===== src/rtl/leddc_stream_tx_if.sv =====
// Word handshake between the frame-buffer reader and the DCK serializer.
// The reader is the master; the serializer accepts on s_valid & s_ready.
interface leddc_stream_tx_if;
  logic [15:0] s_data;
  logic        s_valid;
  logic        s_ready;

  modport master (
    output s_data,
    output s_valid,
    input  s_ready
  );

  modport slave (
    input  s_data,
    input  s_valid,
    output s_ready
  );
endinterface


===== src/rtl/leddc_stream_tx.sv =====
// DCK-domain gray-scale serializer: 16-bit words out LSB first on DAI/DEN.
// Sends WORDS words per frame, back-to-back when the source keeps up.
module leddc_stream_tx #(
  parameter int WORDS = 256,
  parameter int UCW   = 8
) (
  input  logic                DCK,
  input  logic                rst,
  input  logic                start,
  leddc_stream_tx_if.slave    s,
  output logic                DAI,
  output logic                DEN,
  output logic                busy,
  output logic                frame_done,
  output logic [8:0]          word_cnt,
  output logic [UCW-1:0]      underrun_cnt
);

  localparam logic [1:0] IDLE  = 2'd0;
  localparam logic [1:0] WAIT  = 2'd1;
  localparam logic [1:0] SHIFT = 2'd2;
  localparam logic [1:0] DONE  = 2'd3;

  localparam logic [9:0]     LAST_W = 10'(WORDS);
  localparam logic [UCW-1:0] UC_MAX = {UCW{1'b1}};

  logic [1:0]  state;
  logic [3:0]  bit_cnt;
  logic [15:0] shift;
  logic        last_bit;
  logic        more;
  logic [9:0]  next_cnt;

  assign last_bit = (bit_cnt == 4'd15);
  assign next_cnt = {1'b0, word_cnt} + 10'd1;
  assign more     = (next_cnt < LAST_W);

  // ready in WAIT, or on the final bit when another word is still due
  always_comb begin
    s.s_ready = 1'b0;
    unique case (state)
      WAIT:    s.s_ready = ~rst;
      SHIFT:   s.s_ready = ~rst & last_bit & more;
      default: s.s_ready = 1'b0;
    endcase
  end

  // frame sequencing, shifting and counters
  always_ff @(posedge DCK) begin
    if (rst) begin
      state        <= IDLE;
      bit_cnt      <= 4'd0;
      shift        <= 16'd0;
      DAI          <= 1'b0;
      DEN          <= 1'b0;
      busy         <= 1'b0;
      frame_done   <= 1'b0;
      word_cnt     <= 9'd0;
      underrun_cnt <= '0;
    end else begin
      frame_done <= 1'b0;
      unique case (state)
        IDLE: begin
          if (start) begin
            state    <= WAIT;
            busy     <= 1'b1;
            word_cnt <= 9'd0;
          end
        end
        WAIT: begin
          if (s.s_valid) begin
            state   <= SHIFT;
            shift   <= s.s_data;
            DAI     <= s.s_data[0];
            DEN     <= 1'b1;
            bit_cnt <= 4'd0;
          end
        end
        SHIFT: begin
          if (!last_bit) begin
            bit_cnt <= bit_cnt + 4'd1;
            DAI     <= shift[bit_cnt + 4'd1];
          end else begin
            word_cnt <= word_cnt + 9'd1;
            if (!more) begin
              state      <= DONE;
              DEN        <= 1'b0;
              DAI        <= 1'b0;
              frame_done <= 1'b1;
            end else if (s.s_valid) begin
              shift   <= s.s_data;
              DAI     <= s.s_data[0];
              bit_cnt <= 4'd0;
            end else begin
              state <= WAIT;
              DEN   <= 1'b0;
              DAI   <= 1'b0;
              if (underrun_cnt != UC_MAX)
                underrun_cnt <= underrun_cnt + 1'b1;
            end
          end
        end
        DONE: begin
          state <= IDLE;
          busy  <= 1'b0;
        end
        default: state <= IDLE;
      endcase
    end
  end

endmodule


===== src/flat_wrapper.sv =====
// flat-port wrapper written by rule: the top's interface ports become plain ports
module leddc_stream_tx_flat 
#(
  parameter int WORDS = 256,
  parameter int UCW   = 8
)
  (DCK, rst, start, DAI, DEN, busy, frame_done, word_cnt, underrun_cnt, s_s_data, s_s_valid, s_s_ready);
  leddc_stream_tx_if s_i ();
  input  logic DCK;
  input  logic rst;
  input  logic start;
  output logic DAI;
  output logic DEN;
  output logic busy;
  output logic frame_done;
  output logic [8:0] word_cnt;
  output logic [UCW-1:0] underrun_cnt;
  input wire logic [$bits(s_i.s_data)-1:0] s_s_data;
  input wire logic [$bits(s_i.s_valid)-1:0] s_s_valid;
  output wire logic [$bits(s_i.s_ready)-1:0] s_s_ready;
  assign s_i.s_data = s_s_data;
  assign s_i.s_valid = s_s_valid;
  assign s_s_ready = s_i.s_ready;
  leddc_stream_tx #(.WORDS(WORDS), .UCW(UCW)) u_core (.DCK(DCK), .rst(rst), .start(start), .s(s_i), .DAI(DAI), .DEN(DEN), .busy(busy), .frame_done(frame_done), .word_cnt(word_cnt), .underrun_cnt(underrun_cnt));
endmodule

===== config.mk =====
export PLATFORM = sky130hd
export DESIGN_NAME = leddc_stream_tx_flat
export DESIGN_NICKNAME = d
export VERILOG_FILES = /design/src/rtl/leddc_stream_tx_if.sv /design/src/rtl/leddc_stream_tx.sv /design/src/flat_wrapper.sv
export SDC_FILE = /design/constraint.sdc
export NUM_CORES = 1
export LEC_CHECK = 0
export BUFFER_PORTS_ARGS = -buffer_cell sky130_fd_sc_hd__buf_2
export CAP_MARGIN = 25
export CORE_AREA = 2 2 75 77
export DETAILED_ROUTE_END_ITERATION = 10
export DIE_AREA = 0 0 77 79
export PLACE_DENSITY = 0.78
export SLEW_MARGIN = 10
export SYNTH_ARGS = -nofsm -noshare
export SYNTH_HDL_FRONTEND = slang
export SYNTH_SLANG_ARGS = --single-unit

===== constraint.sdc =====
create_clock -name DCK -period 2.55 [get_ports DCK]
set_clock_uncertainty 0.2 [all_clocks]
set_input_delay 0.51 -clock DCK [delete_from_list [all_inputs] [get_ports DCK]]
set_output_delay 0.51 -clock DCK [all_outputs]
set_load 0.03 [all_outputs]

==> metrics.md, run 1 <==
| Metric | Value |
|---|---|
| Share of the yosys chip area belonging to registers | 0.349 |
| Fraction of power consumed by combinational cells | 0.361 |
| CTS H-tree lvls | 2 |
| Leakage | 1.24 nW |
| Highest cell delay on the worst timing path | 0.38 ns |
| Hold Slack | 0.241 ns |
| Internal power | between 1 and 1.5 mW |
| Number of max-slew violations in the final report | 0 |
| Final Non-Filler Cells | between 400 and 500 |
| Unique masters post-synth | 48 |
| Critical path depth | 5 |
| Initial core utilization | 0.462 |
| Hold Crit Class | in2reg |
| Number of synthesized register bits | 43 |
| R2r setup slk | about 0.12 ns |
| Register share of total power | 0.387 |
| Switching part of the total power | 0.359 |
| Transition at the pin with the smallest max-transition slack | ~0.56 ns |
| Routed vias | 2,168 |
| # placed instances | around 400 |
| Buffer levels on the longest clock path | 2 |
| Buffers added on ports | 41 |
| Top cell type's share of synthesized area | 0.349 |
| Arrival time reported for the critical path endpoint | 1.78 ns |
| Largest net degree at the start of global routing | 40 |
| Number of core rows | 27 |
| Standard cell with the maximum stage delay on the critical path | sky130_fd_sc_hd__dfxtp_1 |
| Detailed-route DRC error count | 0 |
| Post-Synthesis Cell Area | roughly 2500 µm² |
| X dimension of the die | between 70 and 80 µm |
| Clock latency at the later pin of the worst-skew pair | approximately 0.30 ns |
| Startpoint of the most critical register-to-register path | u_core.bit_cnt[1]$_SDFFE_PP0P_ |
| Largest fanout on the critical path | 6 |
| Maximum Capacitance Violations | 0 |
| Number of nets produced by synthesis | a little over 300 |
| Ratio of final minimum period to clock period | 0.975 |
| Cells along the critical path | ha_1 > nand4_1 > a21o_1 > a21oi_4 > buf_6 |
| Post-synth EDFFs | 0 |
| Top flip-flop cell by instance count after synthesis | sky130_fd_sc_hd__dfxtp_1 |
| Avg WL per Cell | 13.8 µm |
| Relative contribution of the clock network to total power | 0.252 |
| Async S/R FF share, synth | 0 |
| Biggest area contributors in the synthesized netlist | sky130_fd_sc_hd__dfxtp_1 35%, sky130_fd_sc_hd__mux2i_1 9.3%, sky130_fd_sc_hd__nand2_1 7.6% |
| Routed Antenna Nets | 0 |
| Req. time, crit path | ~1.8 ns |
| Synth Area per Inst | 8.75 µm² |
| Worst setup path endpoint | s_s_ready |
| Core Region | 5340 µm² |
| Fillcell total | a little under 500 |
| Outcome | finished clean |
| Number of inserted diodes | 0 |
| Crit Reg-Reg Endpoint | u_core.DAI$_SDFFE_PP0P_ |
| Worst setup SP type | register |
| Die area | a little over 6000 µm² |
| Min Clock Period, post-route | between 2 and 2.5 ns |
| TritonCTS clock tree | done |
| Cell count after synthesis | around 280 |
| Total of endpoints with negative setup slack in the final report | 0 |
| Detailed router's first-iteration violation count | about 120 |
| Cell type with the highest aggregate area in the netlist | sky130_fd_sc_hd__dfxtp_1 |
| Worst ir drop on vdd | approximately 0.00041 V |
| DR vias/cell | between 5 and 6 |
| Global-route wire length before repair | 9180 µm |
| Buf/Inv on CP | 1 |
| Slew margin rel. | 0.621 |
| Critical path start-end classification | reg2out |
| Wire length after detailed routing | about 5500 µm |
| Io pins | 42 |
| Beginning of the critical path | u_core.bit_cnt[1]$_SDFFE_PP0P_ |
| GRT Util Overall | 0.184 |
| Area growth from synthesis to layout | 19.7% |
| Kind of end point of the critical path | output port |
| CTS root buffer | sky130_fd_sc_hd__clkbuf_8 |
| Detailed placement HPWL | between 3000 and 4000 µm |
| Net Sw Power | ~780 µW |
| DRT Pass-1 Iters | 4 |
| Power density relative to cell area | ~740 nW/µm² |
| Maximum clock frequency | about 400 MHz |
| Commonest cells in the synthesized netlist | 50 x sky130_fd_sc_hd__nand2_1, 43 x sky130_fd_sc_hd__dfxtp_1, 23 x sky130_fd_sc_hd__mux2i_1 |
| Final hold violation count | 0 |
| Top Family by Delay on Critical Path | compound AO/OA/AOI/OAI gates |
| Worst-case reg-to-reg path depth | 5 |
| Antenna violations before repair | 0 |
| CTS clock-pin slew for the worst setup and hold paths | roughly 0.090 ns |
| Vias in the first global route | approximately 2.1k |
| Net count, final | about 360 |
| Die height | 79 µm |
| GR Overflow Total | 0 |
| Share of layout cells above drive strength 1 | 0.249 |
| GP Congestion | roughly 0.8 |
| Most frequent cell after synthesis | sky130_fd_sc_hd__nand2_1 |
| Total of warnings raised by yosys | 0 |
| Cts bufs inserted | 5 |
| Clock sink count | between 40 and 50 |
-- cells in the final DEF, fill, tap and decap left out, drive strengths merged, types with 7 or more instances in the layout --
| cell | n |
|---|---|
| mux2i | 23 |
| nand2 | 50 |
| dfxtp | 43 |
| a21oi | 8 |
| inv | 12 |
| nor2b | 9 |
| mux2 | 8 |
| nor2 | 20 |
| nand3 | 14 |
| ha | 8 |
| buf | 57 |
| a2111oi | 7 |
-- kinds of logic (layout without fill, tap and decap cells) --
group | Yosys count | count (layout) | share of synthesized area
AOI/OAI and AO/OA | 47 | 47 | 0.151
buffers and inverters | 30 | 77 | 0.0517
adders and majority gates | 8 | 8 | 0.0406
xor gates and xnor gates | 2 | 2 | 0.00710
muxes | 35 | 35 | 0.173
DFF | 43 | 43 | 0.349
and+or+nand+nor | 117 | 117 | 0.228
-- worst register-to-register path, cell delays in order, from the launching register on --
cell                      delay [ns]
sky130_fd_sc_hd__dfxtp_1        0.34
sky130_fd_sc_hd__ha_1           0.35
sky130_fd_sc_hd__mux4_1         0.57
sky130_fd_sc_hd__mux2_2         0.27
sky130_fd_sc_hd__a221o_1        0.31
sky130_fd_sc_hd__o31a_1         0.29
-- power by group through the flow --
stage                     clock network, mW  registers (mW)  logic (mW)
after floorplan                           0           0.864       0.559
after global placement                    0           0.853       0.757
after detailed placement                  0           0.856       0.774
after CTS                             0.556           0.841       0.780
after global routing                  0.574           0.857       0.871
final                                 0.550           0.845       0.788
-- sequential cells by signal, summed over array words and instances, names as in the netlist --
signal / count
u_core.DEN: 1
u_core.underrun_cnt: 8
u_core.shift: 16
u_core.frame_done: 1
u_core.word_cnt: 9
u_core.busy: 1
u_core.DAI: 1
u_core.state: 2
u_core.bit_cnt: 4
-- metal layers --
metal  wire length [µm]  global-route usage  part of all wire  vias to the layer above
li1                   -                   -                 -                     1105
met1               2660               0.230              0.48                     1009
met2               2570               0.311              0.46                       40
met3                161              0.0250             0.029                       14
met4                150              0.0929             0.027                        0
met5                  0                   0                 0                        -
-- final cells by class --
type | count | area [µm²] | area share
Clock inverter | 3 | 43.8 | 0.0148
Sequential cell | 43 | 862 | 0.292
Timing Repair Buffer | 57 | 344 | 0.117
Multi-Input combinational cell | 209 | 1500 | 0.507
Tap cell | 72 | 90.1 | 0.0305
Clock buffer | 5 | 68.8 | 0.0233
Inverter | 12 | 45.0 | 0.0153
-- worst min-delay path by stage --
| stage | cells past startpoint | startpoint | endpoint |
|---|---|---|---|
| after CTS | 3 | s_s_data[13] | u_core.shift[13]$_SDFFE_PP0P_ |
| after global routing | 3 | s_s_data[6] | u_core.shift[6]$_SDFFE_PP0P_ |
| after global placement | 2 | u_core.shift[8]$_SDFFE_PP0P_ | u_core.shift[8]$_SDFFE_PP0P_ |
| after detailed placement | 2 | u_core.shift[11]$_SDFFE_PP0P_ | u_core.shift[11]$_SDFFE_PP0P_ |
| after floorplan | 2 | u_core.shift[11]$_SDFFE_PP0P_ | u_core.shift[11]$_SDFFE_PP0P_ |
| final | 3 | s_s_data[13] | u_core.shift[13]$_SDFFE_PP0P_ |
-- repair_timing --
item | CTS | global route
hold buffers | 0 | 0
endpoints found under the hold margin | 0 | 0
buffers inserted | 1 | 3
gates resized for setup | 4 | 3
pin swaps | 1 | 0
setup endpoints to repair | 1 | 4
-- through the flow --
stage | instance area (µm²) | setup TNS (ns) | setup WS, ns | utilization | total power [mW]
2_1_floorplan | 2480 | 0 | 0.0503 | - | 1.42
3_3_place_gp | 2790 | 0 | 0.195 | 0.523 | 1.61
3_5_place_dp | 2790 | 0 | 0.143 | 0.523 | 1.63
4_1_cts | 2930 | 0 | 0.0144 | 0.548 | 2.18
5_1_grt | 2950 | -0.00354 | -0.00354 | 0.553 | 2.30
6_report | 2950 | 0 | 0.0644 | 0.553 | 2.18
(Power assumes the default switching activity.)
==> run 2, diff against run 1 <==
clock period = 2.1 ns   (was 2.55 ns; I/O delays follow)
==> run 2 against run 1 <==
  * Sequential power rose by 21%
  * Via count increased by 10%
  * Critical path depth increased by 1
  * Setup slack got worse by 0.29 ns
  * The run now ends with negative setup slack left
  * Largest cell class unchanged
==> metrics.md, run 2 (synthesis gave the netlist of run 1 again) <==
| Metric | Value |
|---|---|
| Largest fanout on the critical path | 3 |
| Wire length after detailed routing | 6530 µm |
| Crit Reg-Reg Endpoint | u_core.underrun_cnt[2]$_SDFFE_PP0P_ |
| Highest cell delay on the worst timing path | around 0.36 ns |
| Routed Antenna Nets | 0 |
| # placed instances | just over 400 |
| Critical path start-end classification | reg2out |
| DRT Pass-1 Iters | 5 |
| Worst-case reg-to-reg path depth | 8 |
| Top Family by Delay on Critical Path | compound AO/OA/AOI/OAI gates |
| Total of endpoints with negative setup slack in the final report | 25 |
| Buffers added on ports | 41 |
| Maximum Capacitance Violations | 0 |
| Total Power | 2.85 mW |
| Multi-input gate area | between 1500 and 2000 µm² |
| Avg WL per Cell | around 15 µm |
| Final core utilization | 0.644 |
| Initial core utilization | 0.462 |
| Largest net degree at the start of global routing | 40 |
| Io pins | 42 |
| Fillcell total | 458 |
| Min-Delay Endpoint | u_core.shift[7]$_SDFFE_PP0P_ |
| Standard cell with the maximum stage delay on the critical path | sky130_fd_sc_hd__dfxtp_4 |
| Detailed placement HPWL | 4220 µm |
| GRT Util Overall | 0.203 |
| Clock sink count | between 40 and 50 |
| Net count, final | roughly 390 |
| Final Non-Filler Cells | approximately 430 |
| PnR worst setup slack | -0.228 ns |
| X dimension of the die | roughly 77 µm |
| Launch point of the worst hold path | s_s_data[7] |
| Vias in the first global route | around 2.2k |
| Buf/Inv on CP | 1 |
| Number of max-slew violations in the final report | 0 |
| Kind of end point of the critical path | output port |
| CTS root buffer | sky130_fd_sc_hd__clkbuf_8 |
| Worst setup SP type | register |
| Slew margin rel. | 0.755 |
| Leakage | about 1.4 nW |
| Detailed-route DRC error count | 0 |
| Startpoint of the most critical register-to-register path | u_core.word_cnt[1]$_SDFFE_PP0P_ |
| Worst ir drop on vdd | 0.000420 V |
| Area occupied by registers | between 800 and 900 µm² |
| Worst hold stages | 3 |
| Detailed router's first-iteration violation count | 96 |
| Largest registers | u_core.shift: 16 flops, u_core.word_cnt: 9 flops, u_core.underrun_cnt: 8 flops |
| Number of inserted diodes | 0 |
| Cts bufs inserted | 5 |
| Transition at the pin with the smallest max-transition slack | 0.367 ns |
| Global-route wire length before repair | between 9000 and 10,000 µm |
| Ratio of final minimum period to clock period | 1.11 |
| Commonest non-fill, non-tap cells in the layout | 50 x sky130_fd_sc_hd__nand2_1, 42 x sky130_fd_sc_hd__buf_4, 40 x sky130_fd_sc_hd__buf_2 |
| Number of core rows | 27 |
| Min Clock Period, post-route | 2.33 ns |
| Max reg flops | 16 |
| CTS clock-pin slew for the worst setup and hold paths | ~0.090 ns |
| Die height | 79 µm |
| Final hold violation count | 0 |
| Unrepaired setup endpoints after global routing | true |
| GP Congestion | ~0.88 |
| Violated checks | negative setup slack |
| DR vias/cell | approximately 5.5 |
| Hold Slack | roughly 0.15 ns |
| Beginning of the critical path | u_core.word_cnt[1]$_SDFFE_PP0P_ |
| Hold Crit Class | in2reg |
| Maximum clock frequency | ~430 MHz |
| Arrival time reported for the critical path endpoint | 1.71 ns |
| R2r setup slk | -0.22 ns |
| Req. time, crit path | 1.48 ns |
| Routed vias | between 2k and 2.5k |
| Most frequent standard cell in the layout excluding fill and tap cells | sky130_fd_sc_hd__nand2_1 |
| GR Overflow Total | 0 |
| Area growth from synthesis to layout | 39.4% |
| Buffer levels on the longest clock path | 2 |
| Share of layout cells above drive strength 1 | 0.392 |
| Power density relative to cell area | approximately 830 nW/µm² |
| Most flops, register | u_core.shift |
| CTS H-tree lvls | 2 |
| Clock latency at the later pin of the worst-skew pair | 0.30 ns |
| TritonCTS clock tree | done |
| Outcome | complete, but fails checks |
| Die area | 6080 µm² |
| Core Region | roughly 5300 µm² |
| Antenna violations before repair | 0 |
| Cells along the critical path | ha_4 > and3_4 > a21o_4 > a21o_1 > a21oi_4 > buf_6 |
[run 2: cell count changes in the layout (fill, tap and decap cells not counted), moves of 3 or more]
cell                        before  now
sky130_fd_sc_hd__buf_4          15   42
sky130_fd_sc_hd__dfxtp_1        42   33
sky130_fd_sc_hd__dfxtp_2         1    8
sky130_fd_sc_hd__mux2_2          8    1
sky130_fd_sc_hd__mux2_4          0    7
sky130_fd_sc_hd__a2111oi_0       5    0
sky130_fd_sc_hd__a2111oi_4       0    5
sky130_fd_sc_hd__a211oi_1        5    2
sky130_fd_sc_hd__o21ai_0         6    3
[run 2: metal layers]
metal  routed length, µm  up-vias  GRT usage
met4                 153        0     0.0750
met5                   0        -          0
met2                3270       71      0.339
met1                2820     1130      0.262
met3                 295       15     0.0398
li1                    -     1170          -
[run 2: final cells by class]
class / count / share of cell area
Sequential cell: 43 / 0.256
Tap cell: 72 / 0.0262
Clock inverter: 3 / 0.0131
Multi-Input combinational cell: 209 / 0.494
Clock buffer: 5 / 0.0200
Timing Repair Buffer: 88 / 0.178
Inverter: 12 / 0.0131
[run 2: worst max path at each step]
stage	to	depth (start not counted)
2_1_floorplan	u_core.DAI$_SDFFE_PP0P_	5
3_3_place_gp	u_core.DAI$_SDFFE_PP0P_	5
3_5_place_dp	u_core.DAI$_SDFFE_PP0P_	5
4_1_cts	s_s_ready	6
5_1_grt	s_s_ready	6
6_report	s_s_ready	6
[run 2: worst min-delay path: cells and delay by family]
kind                   cells  cell delay, ns
buffers and inverters      1            0.09
muxes                      1            0.05
and+or+nand+nor            1            0.04
[run 2: power breakdown]
group          internal [mW]  total (mW)  switching (mW)
Sequential             0.929        1.02          0.0858
Combinational          0.526        1.16           0.635
Clock                  0.359       0.672           0.313
Total                   1.81        2.85            1.03
[run 2: per-stage QoR]
stage | setup WS, ns | instance area (µm²) | TNS, ns
2_1_floorplan | -0.0828 | 2580 | -0.473
3_3_place_gp | -0.0765 | 3090 | -0.0765
3_5_place_dp | -0.116 | 3090 | -0.116
4_1_cts | -0.232 | 3240 | -0.723
5_1_grt | -0.269 | 3440 | -3.88
6_report | -0.228 | 3440 | -2.40
[run 2: repair_timing]
item / CTS / global route
resized for setup: 7 / 27
hold buffers: 0 / 0
endpoints found under the setup margin: 3 / 27
setup buffers: 2 / 7
pin swaps: 3 / 8
==> run 3, diff against run 2 <==
ABC_AREA = 1   (was unset)
==> run 3 against run 2 <==
  * The flow still finishes with violations (negative setup slack)
  * Sequential power about the same
  * Setup slack improved by 0.056 ns
  * Maximum frequency increased by 2.5%
  * Wire length decreased by 9.5%
  * Worst hold slack improved by 0.018 ns
  * Largest cell class unchanged
==> metrics.md, run 3 <==
| Metric | Value |
|---|---|
| Core Region | around 5300 µm² |
| Total of endpoints with negative setup slack in the final report | 1 |
| CTS root buffer | sky130_fd_sc_hd__clkbuf_8 |
| Initial core utilization | 0.458 |
| Cell count after synthesis | 336 |
| Most frequent cell after synthesis | sky130_fd_sc_hd__nand2_1 |
| Power density relative to cell area | 958 nW/µm² |
| Largest net degree at the start of global routing | 31 |
| Commonest non-fill, non-tap cells in the layout | 69 x sky130_fd_sc_hd__nand2_1, 44 x sky130_fd_sc_hd__inv_1, 40 x sky130_fd_sc_hd__buf_2 |
| R2r setup slk | around 0.080 ns |
| Io pins | 42 |
| Detailed-route DRC error count | 0 |
| Leakage | between 1 and 1.5 nW |
| Final hold violation count | 0 |
| Worst hold stages | 3 |
| Global-route wire length before repair | a little over 9000 µm |
| Instance area after placement | about 2800 µm² |
| Number of core rows | 27 |
| Hold Slack | about 0.17 ns |
| Arrival time reported for the critical path endpoint | 1.65 ns |
| X dimension of the die | around 77 µm |
| Number of inserted diodes | 0 |
| Vias in the first global route | approximately 2.1k |
| Routed vias | ~2.4k |
| Violated checks | negative setup slack |
| CTS clock-pin slew for the worst setup and hold paths | approximately 0.090 ns |
| Worst setup SP type | register |
| Area growth from synthesis to layout | 27.2% |
| Worst ir drop on vdd | ~0.00047 V |
| Kind of end point of the critical path | output port |
| Synth Area per Inst | approximately 7.3 µm² |
| Wire length after detailed routing | between 5000 and 6000 µm |
| Maximum Capacitance Violations | 0 |
| Die height | 79 µm |
| Hold Crit Class | in2reg |
| Min-Delay Endpoint | u_core.shift[14]$_SDFFE_PP0P_ |
| Detailed router's first-iteration violation count | 192 |
| Cts bufs inserted | 5 |
| Critical path start-end classification | reg2out |
| Min Clock Period, post-route | 2.27 ns |
| Top cell type's share of synthesized area | 0.352 |
| Post-synth EDFFs | 0 |
| Worst-case reg-to-reg path depth | 12 |
| GRT Util Overall | 0.187 |
| Total of warnings raised by yosys | 0 |
| Most flops, register | u_core.shift |
| Ratio of final minimum period to clock period | 1.08 |
| Avg WL per Cell | between 10 and 15 µm |
| Net count, final | about 430 |
| Outcome | complete, but fails checks |
| Buffer levels on the longest clock path | 2 |
| Launch point of the worst hold path | s_s_data[14] |
| Commonest cells in the synthesized netlist | 73 x sky130_fd_sc_hd__nand2_1, 45 x sky130_fd_sc_hd__inv_1, 43 x sky130_fd_sc_hd__dfxtp_1 |
| DR vias/cell | ~5.0 |
| Req. time, crit path | 1.48 ns |
| Share of the yosys chip area belonging to registers | 0.352 |
| Startpoint of the most critical register-to-register path | u_core.word_cnt[1]$_SDFFE_PP0P_ |
| DRT Pass-1 Iters | 4 |
| Die area | 6080 µm² |
| Detailed placement HPWL | ~4000 µm |
| Transition at the pin with the smallest max-transition slack | 0.304 ns |
| TritonCTS clock tree | done |
| Number of synthesized register bits | 43 |
| Buffers added on ports | roughly 40 |
| Routed Antenna Nets | 0 |
| Largest registers | u_core.shift: 16 flops, u_core.word_cnt: 9 flops, u_core.underrun_cnt: 8 flops |
| Max reg flops | 16 |
| GP Congestion | 0.830 |
| Antenna violations before repair | 0 |
| Summed area of non-filler cells in the final layout | 3110 µm² |
| PnR worst setup slack | -0.172 ns |
| Biggest area contributors in the synthesized netlist | sky130_fd_sc_hd__dfxtp_1 35%, sky130_fd_sc_hd__nand2_1 11%, sky130_fd_sc_hd__inv_1 6.9% |
| Clock latency at the later pin of the worst-skew pair | approximately 0.30 ns |
| Maximum clock frequency | about 440 MHz |
| GR Overflow Total | 0 |
| Number of max-slew violations in the final report | 0 |
| Post-CTS Hold Fix Bufs | 0 |
| Largest fanout on the critical path | 3 |
| Placement Setup Slack | about 0.043 ns |
| Crit Reg-Reg Endpoint | u_core.shift[1]$_SDFFE_PP0P_ |
| Post-Synthesis Cell Area | 2440 µm² |
| Clock sink count | 43 |
| Top flip-flop cell by instance count after synthesis | sky130_fd_sc_hd__dfxtp_1 |
| Unrepaired setup endpoints after global routing | true |
| Share of layout cells above drive strength 1 | 0.336 |
| Unique masters post-synth | 33 |
| Number of nets produced by synthesis | about 360 |
| CTS H-tree lvls | 2 |
| Cell type with the highest aggregate area in the netlist | sky130_fd_sc_hd__dfxtp_1 |
| Async S/R FF share, synth | 0 |
| Most frequent standard cell in the layout excluding fill and tap cells | sky130_fd_sc_hd__nand2_1 |
| Total Negative Setup Slacks | -0.172 ns |
| Slew margin rel. | 0.797 |
run 3: power breakdown:
group	internal [mW]	switching, mW
Sequential	0.963	0.0657
Clock	0.385	0.300
Combinational	0.477	0.787
Total	1.82	1.15
run 3: final cells by class:
class | instances | area [µm²]
fillers | 512 | 2230
multi-input cells | 237 | 1440
flip-flops and latches | 43 | 871
repair buffers | 65 | 408
inverters | 49 | 186
well taps | 72 | 90.1
clock buffers | 6 | 82.6
clock inverters | 2 | 35.0
run 3: logic make-up (layout without fill, tap and decap cells):
family          count (synthesis)  after routing  synth area share
xor+xnor                       10             10            0.0358
simple gates                  149            151             0.296
compound gates                 68             68             0.176
buf+inv                        58            122            0.0998
flops                          43             43             0.352
fa+ha+maj                       8              8            0.0409
run 3: worst max-delay path by stage:
stage | start | to | slack, ns | depth (start not counted)
after global routing | u_core.word_cnt[1]$_SDFFE_PP0P_ | s_s_ready | -0.24 | 9
after detailed placement | u_core.state[0]$_SDFFE_PP0P_ | u_core.shift[4]$_SDFFE_PP0P_ | 0.04 | 9
after floorplan | u_core.word_cnt[0]$_SDFFE_PP0P_ | s_s_ready | 0.01 | 8
final | u_core.word_cnt[1]$_SDFFE_PP0P_ | s_s_ready | -0.17 | 8
after CTS | u_core.word_cnt[0]$_SDFFE_PP0P_ | s_s_ready | -0.16 | 9
after global placement | u_core.word_cnt[1]$_SDFFE_PP0P_ | s_s_ready | 0.09 | 9
run 3: layer usage:
layer	wire, µm	vias up	share of wire	track usage
li1	-	1212	-	-
met1	2690	1100	0.45	0.233
met2	2790	70	0.47	0.307
met3	314	11	0.053	0.0409
met4	124	0	0.021	0.0893
met5	0	-	0	0
run 3: repair_timing:
item | in CTS | in global routing
hold endpoints to repair | 0 | 0
pin swaps | 3 | 11
resized for setup | 11 | 14
setup endpoints to repair | 1 | 22
cloned | 0 | 2
buffers inserted | 5 | 8
run 3: critical path, cell delays in order, from the launching register on:
cell and delay, ns:
sky130_fd_sc_hd__dfxtp_2 0.38, sky130_fd_sc_hd__ha_4 0.16, sky130_fd_sc_hd__nand2_4 0.06, sky130_fd_sc_hd__nor2_4 0.11
sky130_fd_sc_hd__nand3_2 0.11, sky130_fd_sc_hd__nand3_4 0.12, sky130_fd_sc_hd__nor2_4 0.05, sky130_fd_sc_hd__o211a_4 0.24
sky130_fd_sc_hd__buf_6 0.13
run 3: through the flow:
| step | cells | power (mW) | utilization |
|---|---|---|---|
| final | 474 | 2.98 | 0.583 |
| after global routing | 474 | 3.17 | 0.583 |
| after CTS | 464 | 2.85 | 0.556 |
| after detailed placement | 451 | 2.15 | 0.520 |
| after global placement | 451 | 2.13 | 0.520 |
| after floorplan | 336 | 1.94 | - |
